## src/rtl/eth_pkg.sv

```systemverilog
// -----------------------------------------------------------------------------
// eth_pkg
// Shared definitions for the Ethernet transmit arbiter: the arbiter FSM state
// type, frame-type encodings, fixed payload lengths and a UDP length check.
// -----------------------------------------------------------------------------
package eth_pkg;

    typedef enum logic [1:0] {
        IDLE      = 2'd0,
        GRANT     = 2'd1,
        WAIT_DONE = 2'd2,
        IFG       = 2'd3
    } arb_state_t;

    localparam logic [10:0] ARP_PAYLOAD_LEN = 11'd28;
    localparam logic [10:0] UDP_MAX_LEN     = 11'd1472;

    localparam logic TX_SEL_UDP = 1'b0;
    localparam logic TX_SEL_ARP = 1'b1;

    // A UDP payload must carry at least one byte and fit one untagged frame.
    function automatic logic udp_len_ok(input logic [10:0] len);
        return (len != 11'd0) && (len <= UDP_MAX_LEN);
    endfunction

endpackage

```

## src/rtl/eth_tx_arb.sv

```systemverilog
// -----------------------------------------------------------------------------
// eth_tx_arb
// Arbitrates between ARP replies and UDP frames for a single frame builder.
// It latches ARP requests, checks UDP lengths, grants one frame at a time,
// waits for the builder to finish or time out, and then enforces the
// inter-frame gap.
//
// Ports
//   gmii_tx_clk  in   clock, 125 MHz
//   gmii_rstn    in   asynchronous active-low reset
//   arp_req      in   one-cycle pulse requesting an ARP reply
//   arp_mac      in   [47:0] requester MAC, captured with arp_req
//   udp_req      in   level request, held until udp_ack
//   udp_len      in   [10:0] UDP payload length, valid range 1..1472
//   udp_mac      in   [47:0] UDP destination MAC, captured at grant
//   tx_done      in   pulse from the frame builder after its last FCS byte
//   udp_ack      out  pulse: UDP request consumed (granted or rejected)
//   udp_len_err  out  pulse: UDP request rejected for bad length
//   arp_pending  out  an ARP reply is latched and not yet granted
//   tx_start     out  pulse starting the frame builder
//   tx_sel       out  frame type, 0 = UDP, 1 = ARP
//   tx_len       out  [10:0] payload length of the granted frame
//   tx_dst_mac   out  [47:0] destination MAC of the granted frame
//   tx_active    out  high from tx_start until the inter-frame gap ends
//   tx_timeout   out  pulse when a frame is abandoned for lack of tx_done
// -----------------------------------------------------------------------------
module eth_tx_arb
    import eth_pkg::*;
#(
    parameter int IFG_CYCLES     = 12,
    parameter int TIMEOUT_CYCLES = 4096
) (
    input  logic        gmii_tx_clk,
    input  logic        gmii_rstn,
    input  logic        arp_req,
    input  logic [47:0] arp_mac,
    input  logic        udp_req,
    input  logic [10:0] udp_len,
    input  logic [47:0] udp_mac,
    input  logic        tx_done,
    output logic        udp_ack,
    output logic        udp_len_err,
    output logic        arp_pending,
    output logic        tx_start,
    output logic        tx_sel,
    output logic [10:0] tx_len,
    output logic [47:0] tx_dst_mac,
    output logic        tx_active,
    output logic        tx_timeout
);

    localparam int CNT_W = $clog2(TIMEOUT_CYCLES + 1);
    localparam logic [CNT_W-1:0] IFG_LAST     = CNT_W'(IFG_CYCLES - 1);
    // The tx_start cycle is cycle 0 and WAIT_DONE starts with the counter at
    // 0 one cycle later, so the abandon decision is taken two counts early.
    // That makes the registered tx_timeout appear TIMEOUT_CYCLES after tx_start.
    localparam logic [CNT_W-1:0] TIMEOUT_LAST = CNT_W'(TIMEOUT_CYCLES - 2);

    arb_state_t       state_reg;
    logic [CNT_W-1:0] cnt_reg;
    logic             last_arp_reg;
    logic             arp_pending_reg;
    logic [47:0]      arp_mac_reg;
    logic             udp_ack_reg;
    logic             udp_len_err_reg;
    logic             tx_start_reg;
    logic             tx_sel_reg;
    logic [10:0]      tx_len_reg;
    logic [47:0]      tx_dst_mac_reg;
    logic             tx_active_reg;
    logic             tx_timeout_reg;

    // The requester sees udp_ack one cycle late and still holds udp_req.
    // Ignoring udp_req during the ack cycle prevents a second ack.
    logic        udp_seen;
    logic        udp_ok;
    logic        udp_bad;
    logic        arp_any;
    logic        in_idle;
    logic        grant_arp;
    logic        grant_udp;
    logic [47:0] grant_mac;

    assign udp_seen  = udp_req & ~udp_ack_reg;
    assign udp_ok    = udp_seen & udp_len_ok(udp_len);
    assign udp_bad   = udp_seen & ~udp_len_ok(udp_len);
    // A fresh arp_req counts as pending in the same IDLE cycle.
    // This gives single-cycle grant latency for ARP as well as for UDP.
    assign arp_any   = arp_pending_reg | arp_req;
    assign in_idle   = (state_reg == IDLE);
    // ARP wins contention unless it also won the previous grant.
    assign grant_arp = in_idle & arp_any & ~(udp_ok & last_arp_reg);
    assign grant_udp = in_idle & udp_ok & ~grant_arp;
    // A latched reply is served before a same-cycle request.
    // The same-cycle request then becomes the new latched reply.
    assign grant_mac = arp_pending_reg ? arp_mac_reg : arp_mac;

    always_ff @(posedge gmii_tx_clk or negedge gmii_rstn) begin
        if (!gmii_rstn) begin
            state_reg       <= IDLE;
            cnt_reg         <= '0;
            last_arp_reg    <= TX_SEL_UDP;
            arp_pending_reg <= 1'b0;
            arp_mac_reg     <= '0;
            udp_ack_reg     <= 1'b0;
            udp_len_err_reg <= 1'b0;
            tx_start_reg    <= 1'b0;
            tx_sel_reg      <= TX_SEL_UDP;
            tx_len_reg      <= '0;
            tx_dst_mac_reg  <= '0;
            tx_active_reg   <= 1'b0;
            tx_timeout_reg  <= 1'b0;
        end else begin
            udp_ack_reg     <= 1'b0;
            udp_len_err_reg <= 1'b0;
            tx_start_reg    <= 1'b0;
            tx_timeout_reg  <= 1'b0;

            // ARP latch. A request consumed directly by this cycle's grant
            // is not latched. Any other request overwrites the latch.
            if (arp_req && !(grant_arp && !arp_pending_reg)) begin
                arp_pending_reg <= 1'b1;
                arp_mac_reg     <= arp_mac;
            end else if (grant_arp) begin
                arp_pending_reg <= 1'b0;
            end

            case (state_reg)
                IDLE: begin
                    if (udp_bad) begin
                        udp_ack_reg     <= 1'b1;
                        udp_len_err_reg <= 1'b1;
                    end
                    if (grant_arp || grant_udp) begin
                        state_reg      <= GRANT;
                        cnt_reg        <= '0;
                        tx_start_reg   <= 1'b1;
                        tx_active_reg  <= 1'b1;
                        last_arp_reg   <= grant_arp;
                        tx_sel_reg     <= grant_arp ? TX_SEL_ARP : TX_SEL_UDP;
                        tx_len_reg     <= grant_arp ? ARP_PAYLOAD_LEN : udp_len;
                        tx_dst_mac_reg <= grant_arp ? grant_mac : udp_mac;
                        if (grant_udp) begin
                            udp_ack_reg <= 1'b1;
                        end
                    end
                end
                GRANT: begin
                    state_reg <= WAIT_DONE;
                    cnt_reg   <= '0;
                end
                WAIT_DONE: begin
                    if (tx_done) begin
                        state_reg <= IFG;
                        cnt_reg   <= '0;
                    end else if (cnt_reg == TIMEOUT_LAST) begin
                        tx_timeout_reg <= 1'b1;
                        state_reg      <= IFG;
                        cnt_reg        <= '0;
                    end else begin
                        cnt_reg <= cnt_reg + 1'b1;
                    end
                end
                IFG: begin
                    if (cnt_reg == IFG_LAST) begin
                        state_reg     <= IDLE;
                        cnt_reg       <= '0;
                        tx_active_reg <= 1'b0;
                    end else begin
                        cnt_reg <= cnt_reg + 1'b1;
                    end
                end
                default: begin
                    state_reg <= IDLE;
                    cnt_reg   <= '0;
                end
            endcase
        end
    end

    assign udp_ack     = udp_ack_reg;
    assign udp_len_err = udp_len_err_reg;
    assign arp_pending = arp_pending_reg;
    assign tx_start    = tx_start_reg;
    assign tx_sel      = tx_sel_reg;
    assign tx_len      = tx_len_reg;
    assign tx_dst_mac  = tx_dst_mac_reg;
    assign tx_active   = tx_active_reg;
    assign tx_timeout  = tx_timeout_reg;

endmodule

```

## config.mk

```make
export PLATFORM = sky130hd
export DESIGN_NAME = eth_tx_arb
export DESIGN_NICKNAME = d
export VERILOG_FILES = /design/src/rtl/eth_pkg.sv /design/src/rtl/eth_tx_arb.sv
export SDC_FILE = /design/constraint.sdc
export NUM_CORES = 1
export LEC_CHECK = 0
export CORE_MARGIN = 5
export CORE_UTILIZATION = 45
export CTS_CLUSTER_SIZE = 20
export DETAILED_ROUTE_END_ITERATION = 12
export MAX_ROUTING_LAYER = met4
export PLACE_DENSITY_LB_ADDON = 0.2
export SETUP_SLACK_MARGIN = 0.1
export SLEW_MARGIN = 30
export SYNTH_ARGS = -nofsm -noshare
export SYNTH_HDL_FRONTEND = slang
export SYNTH_SLANG_ARGS = --single-unit
```

## constraint.sdc

```tcl
create_clock -name gmii_tx_clk -period 2.2 [get_ports gmii_tx_clk]
set_input_delay 0.33 -clock gmii_tx_clk [delete_from_list [all_inputs] [get_ports gmii_tx_clk]]
set_output_delay 0.33 -clock gmii_tx_clk [all_outputs]
set_load 0.005 [all_outputs]
```

==> results of run 1 <==
[worst max-delay path: cells and delay by family]
family	cells	cell delay (ns)
buffers and inverters	3	0.78
and+or+nand+nor	2	0.63
muxes	1	0.33
AOI/OAI and AO/OA	2	0.26
[logic make-up after synthesis]
logic type / share of synthesized area
and+or+nand+nor: 0.0623
DFF: 0.545
AOI/OAI and AO/OA: 0.237
muxes: 0.106
buffers and inverters: 0.0374
adders and majority gates: 0.0123
[synthesized netlist by cell type, types with 2 or more instances]
cell,instances
buf_6,4
nor3_1,3
inv_1,9
nor4_1,3
a211o_1,2
nand3_1,4
and3_1,3
nor2_1,8
a21oi_1,8
clkbuf_1,23
a22oi_1,96
a22o_1,17
and4_1,3
ha_1,5
o21ai_1,11
buf_2,9
nand2_1,9
o21ai_0,49
nor3b_1,3
mux2_4,20
o22a_1,3
mux2_2,29
nor4_4,2
nor2b_1,9
dfrtp_1,129
[worst max path at each step]
stage / start / end / slack [ns] / depth (start not counted)
floorplan: udp_len[0] / arp_mac_reg[27] / 0.18 / 8
global placement: udp_len[0] / cnt_reg[6] / -0.31 / 8
detailed placement: udp_len[0] / arp_mac_reg[5] / -0.36 / 7
finish: udp_len[6] / arp_mac_reg[12] / 0.13 / 8
CTS: udp_len[0] / cnt_reg[6] / 0.07 / 8
global route: cnt_reg[1] / cnt_reg[12] / 0.02 / 9
[where the power goes]
group	leakage, uW	switching [uW]	internal (uW)
combinational	0.00199	2030	2700
clock	0.000286	969	1720
sequential	0.00158	463	3180
total	0.00386	3470	7600
[stage by stage]
step	total power, uW	hold WS, ns
global route	11800	0.250
CTS	10900	0.493
finish	11100	0.258
floorplan	5840	0.0344
detailed placement	8150	0.378
global placement	8030	0.371
[per-layer routing]
| metal | share of wire | routed length (um) |
|---|---|---|
| met1 | 0.46 | 7610 |
| met2 | 0.48 | 8020 |
| met3 | 0.043 | 712 |
| met4 | 0.012 | 204 |
| met5 | 0 | 0 |
[cell type report]
class                      instances  area (sq um)  share of cell area
clock inverter                     5          50.0             0.00556
clock buffer                      26           519              0.0577
tap                              176           220              0.0245
timing repair buffer             234          2410               0.268
multi-input combinational        312          2540               0.282
inverter                           9          33.8             0.00375
sequential                       129          3230               0.359
[timing repair]
item                                    CTS  global route
pin swaps                                 1             4
resized for setup                         4            25
hold buffers                              1             0
buffers inserted                          0             5
endpoints found under the setup margin   44           118
gates cloned                              0             4
hold endpoints to repair                 40             0
==> reports/metrics.cfg, run 1 <==
[worst_setup_path]
critPathMaxFanout=12
crit_path_end_kind=flip-flop
ff2ff_path_depth=9
critPathKind=in2reg
crit_arrival_ns=2.35
crit_chain=clkdlybuf4s50_1 > nor4_1 > and4_4 > o31ai_4 > o21ai_4 > buf_4 > clkbuf_16 > mux2_2
critical-path-max-stage-delay_ns=0.45
start_kind=primary input
rrSetupSlack_ns=0.13
r2r-start=cnt_reg[1]
crit_path_top_delay_cell=clkdlybuf4s50_1
required_ns=2.48
r2r-end=cnt_reg[10]

[global_route]
grt_max_degree=53
grtUsageMet2=0.348
met1_usage=0.284
top_usage_layer=met2
grt_pass1_vias=5342
track_usage=0.219
use_met3=0.0467
antenna_found_initial=0
grt_remaining_overflow=0
grt_pass1_wl_um=27500

[timing]
rsz0062_at_grt=yes
period_minus_slack_ns=2.07
fin_worst_skew_ns=0.00517
hold_violations=0
finalCritPeriodShare=0.940
finalSetupViolCount=0
slew_headroom=0.602
fmax_mhz=484
worst_pin_slew_ns=0.597
final-max-slew-violation-count=0
fin_tns_setup_ns=0
post-route-worst-setup-slack_ns=0.132

[clocking]
cts_buffers=17
clkTransAtPathRegs_ns=0.05
cts_max_path_buffers=2
cts.sinks=129
cts_tree=built
clock_latency_ns=0.40
ctsRootBufferMaster=clkbuf_16
h-tree-depth=4

[synthesis]
yosys.area.top_type=dfrtp_1
ys_types=52
synth_top_flop_cell=dfrtp_1
syn_inst=488
ys_seq_area_frac=0.545
synth_edf_count=0
ys_ff_latch=129
synth_top_area_frac=0.545
synthArstFlopShare=1.00
synth_area_per_cell_sq_um=12.1
synth_area_sq_um=5920
synth_fp_nets=605
yosysWarnings=0
synth_area_leaders=dfrtp_1, a22oi_1, mux2_2

[route]
drt_iter0_markers=308
drcViolationCount=0
routed_via_density=5.58
wl_per_cell_um=18.6
ant_nets=0
wl_um=16500
dr.pass1.iters=5
vias=4969

[power]
vdd_ir_drop_max_mv=0.598
leakagePower_uw=0.00386
powerDensity_nw_per_um2=1230

[layout]
synthToLayoutAreaGrowth_pct=52.0
layout.nets=820
num-fill-cells=939
layout.cells.non_filler=891
drive_gt1_frac=0.221
antennaDiodeCount=0
final_cell_mix=clkdlybuf4s50_1, dfrtp_1, a22oi_1
fin_area_sq_um=9000
final_common_cell=clkdlybuf4s50_1
fin_util=0.688

[floorplan]
io_pins=178
die-area_sq_um=15600
die_x_um=125
rows=42
initial_utilization=0.452
die_height_um=125
coreArea_sq_um=13100

[place]
place_inst=850
gp_congestion=0.838
numPortBuffers=177
post-place-ws_ns=-0.357
dp_hpwl_um=11200
place_area_sq_um=8210

[worst_hold_path]
worstHoldPathCells=2
hp-class=in2reg
min_from=udp_len[2]
min_to=tx_len[2]

[status]
outcome=finished, final reports clean

[job]
cap_violations=0

Power figures use the tool's default switching activity.
==> run 2, diff against run 1 <==
Settings changed: CORE_ASPECT_RATIO from default to 1.4.
==> run 2 against run 1 <==
Fmax decreased by 1.8%. Count of clock-buffer cells in the layout shrank 6. Sequential power about the same. Clock skew is 0.0025 ns higher. Sequential share of layout area shrank 0.24 points. Non-clock buffer count rose by 4. Via count increased by 2.4%. Critical path depth is 1 higher. Global-route usage rose by 1.5 points. Total power rose by 3.3%. Final cell count fell by 1.9%.
==> reports/metrics.cfg, run 2 (synthesized netlist as in run 1, its figures left out) <==
[worst_hold_path]
hp-class=in2reg
min_to=tx_len[0]
worstHoldPathCells=2  ; unchanged
min_from=udp_len[0]

[power]
powerDensity_nw_per_um2=1260  ; +2.5%
leakagePower_uw=0.00384  ; -0.47%
p_sw_uw=3590  ; +3.5%
power.internal_uw=7840  ; +3.1%
swShare=0.314  ; +0.000810
clkPwrFrac=0.264  ; +0.021
sequentialPowerShare=0.318  ; -0.011
vdd_ir_drop_max_mv=0.624  ; +4.3%
combPwrFrac=0.419  ; -0.009

[floorplan]
io_pins=178  ; unchanged
die_height_um=146  ; +17%
die_x_um=107  ; -14%
die-area_sq_um=15600  ; +0.21%
coreArea_sq_um=12900  ; -1.6%
rows=49  ; +17%
initial_utilization=0.460  ; +0.00739

[worst_setup_path]
required_ns=2.49  ; about the same
crit_arrival_ns=2.40  ; +0.05 ns
r2r-end=cnt_reg[4]
rrSetupSlack_ns=0.1  ; -0.04 ns
r2r-start=cnt_reg[0]
crit_path_end_kind=flip-flop
critPathMaxFanout=4  ; -8
ff2ff_path_depth=9  ; unchanged
start_kind=flip-flop
critPathKind=reg2reg

[place]
gp_congestion=0.906  ; +8.2%
numPortBuffers=177  ; unchanged
place_inst=826  ; -2.8%
dp_hpwl_um=12100  ; +8.4%

[global_route]
grt_max_degree=58  ; +9.4%
grt_remaining_overflow=0  ; unchanged
antenna_found_initial=1  ; +1
grt_pass1_wl_um=28400  ; +3.4%
grt_pass1_vias=5572  ; +4.3%
track_usage=0.234  ; +0.0150

[layout]
layout.cells.non_filler=874  ; -1.9%
seq_area_sq_um=3230  ; +0.12%
final_common_cell=clkdlybuf4s50_1
multi_input_area_sq_um=2580  ; +1.7%
num-fill-cells=939  ; unchanged
final_cell_mix=clkdlybuf4s50_1, dfrtp_1, a22oi_1
fin_util=0.705  ; +0.0167
synthToLayoutAreaGrowth_pct=53.2
drive_gt1_frac=0.239  ; +0.0179
layout.nets=824  ; +0.49%

[clocking]
cts.sinks=129  ; unchanged
clock_latency_ns=0.41  ; about the same
clkTransAtPathRegs_ns=0.06  ; about the same
cts_buffers=17  ; unchanged
cts_max_path_buffers=2  ; unchanged
ctsRootBufferMaster=clkbuf_16
cts_tree=built
h-tree-depth=4  ; unchanged

[route]
drt_iter0_markers=240  ; -22%
ant_nets=0  ; unchanged
drcViolationCount=0  ; unchanged
dr.pass1.iters=4  ; -1
routed_via_density=5.82  ; +4.4%
wl_um=17500  ; +6.0%
vias=5089  ; +2.4%
wl_per_cell_um=20.1  ; +8.1%

[timing]
hold_violations=0  ; unchanged
fin_worst_skew_ns=0.00767  ; +0.00250 ns
final-max-slew-violation-count=0  ; unchanged
fmax_mhz=475  ; -1.8%
rsz0062_at_grt=yes
slew_headroom=0.644  ; +0.0418
finalSetupViolCount=0  ; unchanged
fin_tns_setup_ns=0  ; unchanged
worst_pin_slew_ns=0.534  ; -0.0627 ns
finalCritPeriodShare=0.957  ; +0.0169
period_minus_slack_ns=2.10  ; +0.0371 ns

[job]
cap_violations=0  ; unchanged

[status]
outcome=finished, final reports clean

run 2: area by class of cell:
class,count,share of cell area
Tap cell,153,0.0211
Antenna cell,1,0.000276
Timing Repair Buffer,238,0.263
Clock inverter,12,0.0200
Sequential cell,129,0.356
Multi-Input combinational cell,312,0.285
Clock buffer,20,0.0503
Inverter,9,0.00372
run 2: metal layers:
layer / part of all wire / track usage / vias to the layer above / wire length [um]
li1: - / - / 2317 / -
met1: 0.38 / 0.264 / 2572 / 6580
met2: 0.56 / 0.412 / 168 / 9850
met3: 0.041 / 0.0435 / 32 / 728
met4: 0.022 / 0.0825 / 0 / 386
met5: 0 / - / - / 0
run 2: worst max path at each step:
stage	slack, ns	to	cells past startpoint	from
global route	0.01	cnt_reg[8]	9	cnt_reg[0]
CTS	0.1	arp_pending	2	arp_pending
finish	0.1	cnt_reg[4]	9	cnt_reg[0]
floorplan	0.18	arp_mac_reg[27]	8	udp_len[0]
global placement	-0.33	tx_dst_mac[37]	7	udp_len[0]
detailed placement	-0.42	tx_dst_mac[42]	7	udp_len[0]
run 2: power groups by stage:
| stage | clock network [uW] | registers, uW | logic [uW] |
|---|---|---|---|
| after floorplan | 0 | 3630 | 2200 |
| after global placement | 0 | 3630 | 4420 |
| after detailed placement | 0 | 3650 | 4540 |
| after CTS | 3050 | 3630 | 4630 |
| after global routing | 3150 | 3740 | 5190 |
| final | 3010 | 3630 | 4790 |
run 2: worst max-delay path, stage by stage, from the launching register on:
cell and delay [ns]:
dfrtp_1 0.38, inv_2 0.08, ha_4 0.13, nand3b_1 0.07, or4_4 0.46, a32oi_4 0.25, buf_4 0.17, clkbuf_16 0.13
o21ai_0 0.08, a22o_1 0.23
run 2: repair_timing:
item,in CTS,in global routing
gates cloned,2,1
hold buffers,1,0
pin swaps,4,4
endpoints found under the hold margin,36,0
setup endpoints to repair,100,79
setup buffers,4,7
resized for setup,15,27
run 2: stage by stage:
step	hold slack [ns]	worst slack, ns	area (sq um)	total power, uW
floorplan	0.0344	0.180	5920	5840
global placement	0.341	-0.334	8160	8050
detailed placement	0.347	-0.422	8160	8190
CTS	0.363	0.0978	8920	11300
global route	0.257	0.0146	9070	12100
finish	0.256	0.0952	9070	11400
==> run 3, diff against run 2 <==
Settings changed: CELL_PAD_IN_SITES_DETAIL_PLACEMENT from default to 1, CELL_PAD_IN_SITES_GLOBAL_PLACEMENT from default to 2, CORE_UTILIZATION 45 to 30.
==> run 3 against run 2 <==
The flow now finishes with violations (hold timing). First-iteration DRC count grew 2.1%. Clock skew grew 0.0047 ns. Sequential cell count is the same. Count of clock-buffer cells in the layout shrank 2. Critical path depth shrank 1. Design area shrank 0.51%. Global-route usage shrank 5.9 points. Combinational power shrank 3%. Wire length grew 9.0%. Sequential power is essentially flat. Register-to-register slack gained 0.04 ns. Clock power shrank 4%. Largest power group unchanged.
==> reports/metrics.cfg, run 3 (synthesized netlist as in run 1, its figures left out) <==
[timing]
finalSetupViolCount=0  ; unchanged
fin_worst_skew_ns=0.0124  ; +0.00468 ns
worst_pin_slew_ns=0.793  ; +0.258 ns
fin_tns_setup_ns=0  ; unchanged
final-max-slew-violation-count=0  ; unchanged
rsz0062_at_grt=yes
slew_headroom=0.472  ; -0.172
hold_violations=21  ; +21
whs_ns=-0.0600  ; -0.316 ns
fmax_mhz=484  ; +1.8%
finalCritPeriodShare=0.940  ; -0.0167
period_minus_slack_ns=2.07  ; -0.0367 ns

[layout]
antennaDiodeCount=0  ; -1
num-fill-cells=2061  ; +120%
final_cell_mix=clkdlybuf4s50_1, dfrtp_1, a22oi_1
fin_util=0.468  ; -0.237
layout.nets=812  ; -1.5%
seq_area_sq_um=3230  ; -0.12%
synthToLayoutAreaGrowth_pct=52.4
drive_gt1_frac=0.216  ; -0.0225
final_common_cell=clkdlybuf4s50_1
multi_input_area_sq_um=2540  ; -1.7%
layout.cells.non_filler=955  ; +9.3%

[worst_hold_path]
hp-class=in2async

[floorplan]
die-area_sq_um=22700  ; +46%
die_x_um=129  ; +20%
coreArea_sq_um=19300  ; +50%
die_height_um=176  ; +21%
rows=60  ; +22%
initial_utilization=0.307  ; -0.153
io_pins=178  ; unchanged

[place]
place_inst=914  ; +11%
dp_hpwl_um=13200  ; +8.5%
numPortBuffers=177  ; unchanged
gp_congestion=0.796  ; -12%

[clocking]
h-tree-depth=4  ; unchanged
clkTransAtPathRegs_ns=0.06  ; about the same
clock_latency_ns=0.42  ; about the same
cts_max_path_buffers=2  ; unchanged
cts_buffers=17  ; unchanged
cts_tree=built
ctsRootBufferMaster=clkbuf_16
cts_hold_buffers=0  ; -1
cts.sinks=129  ; unchanged

[route]
drcViolationCount=0  ; unchanged
ant_nets=0  ; unchanged
routed_via_density=5.19  ; -11%
wl_per_cell_um=20.0  ; -0.25%
wl_um=19100  ; +9.0%
drt_iter0_markers=245  ; +2.1%
vias=4954  ; -2.7%
dr.pass1.iters=4  ; unchanged

[worst_setup_path]
crit_chain=inv_2 > ha_4 > nand3b_1 > or4_4 > a32oi_4 > buf_6 > o21ai_0 > a22o_1
crit_arrival_ns=2.38  ; -0.02 ns
crit_path_top_delay_cell=or4_4
critPathMaxFanout=8  ; +4
crit_buf_inv=2  ; -1
required_ns=2.51  ; +0.02 ns
critPathKind=reg2reg
crit_path_end_kind=flip-flop
critical-path-max-stage-delay_ns=0.46  ; about the same
start_kind=flip-flop
crit_family=compound AO/OA/AOI/OAI gates
rrSetupSlack_ns=0.13  ; +0.04 ns

[global_route]
grt_remaining_overflow=0  ; unchanged
grt_max_degree=130  ; +120%
grt_pass1_wl_um=30100  ; +6.1%
track_usage=0.175  ; -0.0587
antenna_found_initial=0  ; -1
grt_pass1_vias=5450  ; -2.2%

[job]
cap_violations=0  ; unchanged

[status]
outcome=finished with violations
violations=hold timing

[power]
leakagePower_uw=0.00381  ; -0.90%
powerDensity_nw_per_um2=1240  ; -1.4%
vdd_ir_drop_max_mv=0.583  ; -6.7%

[run 3: per-layer routing]
| metal | global-route usage | vias to the layer above | part of all wire |
|---|---|---|---|
| met1 | 0.197 | 2544 | 0.39 |
| li1 | - | 2281 | - |
| met5 | - | - | 0 |
| met2 | 0.305 | 106 | 0.55 |
| met4 | 0.0630 | 0 | 0.021 |
| met3 | 0.0381 | 23 | 0.037 |
[run 3: metrics by stage]
stage | setup slack, ns | area [sq um] | total power, uW | hold WS (ns)
after floorplan | 0.180 | 5920 | 5840 | 0.0344
after detailed placement | -0.434 | 8210 | 8240 | 0.473
final | 0.132 | 9020 | 11200 | -0.0600
after CTS | 0.0840 | 8880 | 11300 | 0.0377
after global placement | -0.392 | 8210 | 8090 | 0.463
after global routing | 0.0819 | 9020 | 11900 | 0.0599
[run 3: power by group]
part / leakage [uW] / switching (uW) / internal [uW] / total (uW)
logic: 0.00195 / 2070 / 2600 / 4670
registers: 0.00158 / 480 / 3180 / 3660
clock network: 0.000274 / 1110 / 1780 / 2890
[run 3: worst register-to-register path: cells and delay by family, from the launching register on]
family / cells / cell delay [ns]
fa+ha+maj: 1 / 0.14
simple gates: 2 / 0.53
buf+inv: 2 / 0.28
flops: 1 / 0.39
compound gates: 3 / 0.63
[run 3: final cells by class]
class,instances,share of cell area
Clock buffer,18,0.0476
Clock inverter,13,0.0182
Inverter,9,0.00374
Multi-Input combinational cell,312,0.281
Sequential cell,129,0.358
Tap cell,248,0.0344
Timing Repair Buffer,226,0.257
[run 3: what timing repair did]
action,4_1_cts,5_1_grt
buffers inserted,1,7
endpoints found under the hold margin,0,0
pin swaps,2,6
cloned,1,1
resized for setup,11,22
setup endpoints to repair,86,97
[run 3: path summary, 6_finish.rpt]
check                            from             end  cells after the start
setup reg to reg           cnt_reg[0]      cnt_reg[7]                      8
max in group asynchronous   gmii_rstn     arp_pending                      2
hold reg to reg            tx_len[10]      tx_len[10]                      2
setup / recovery           cnt_reg[0]      cnt_reg[7]                      8
hold / removal              gmii_rstn  tx_dst_mac[42]                      2
min in group gmii_tx_clk   udp_len[2]       tx_len[2]                      2
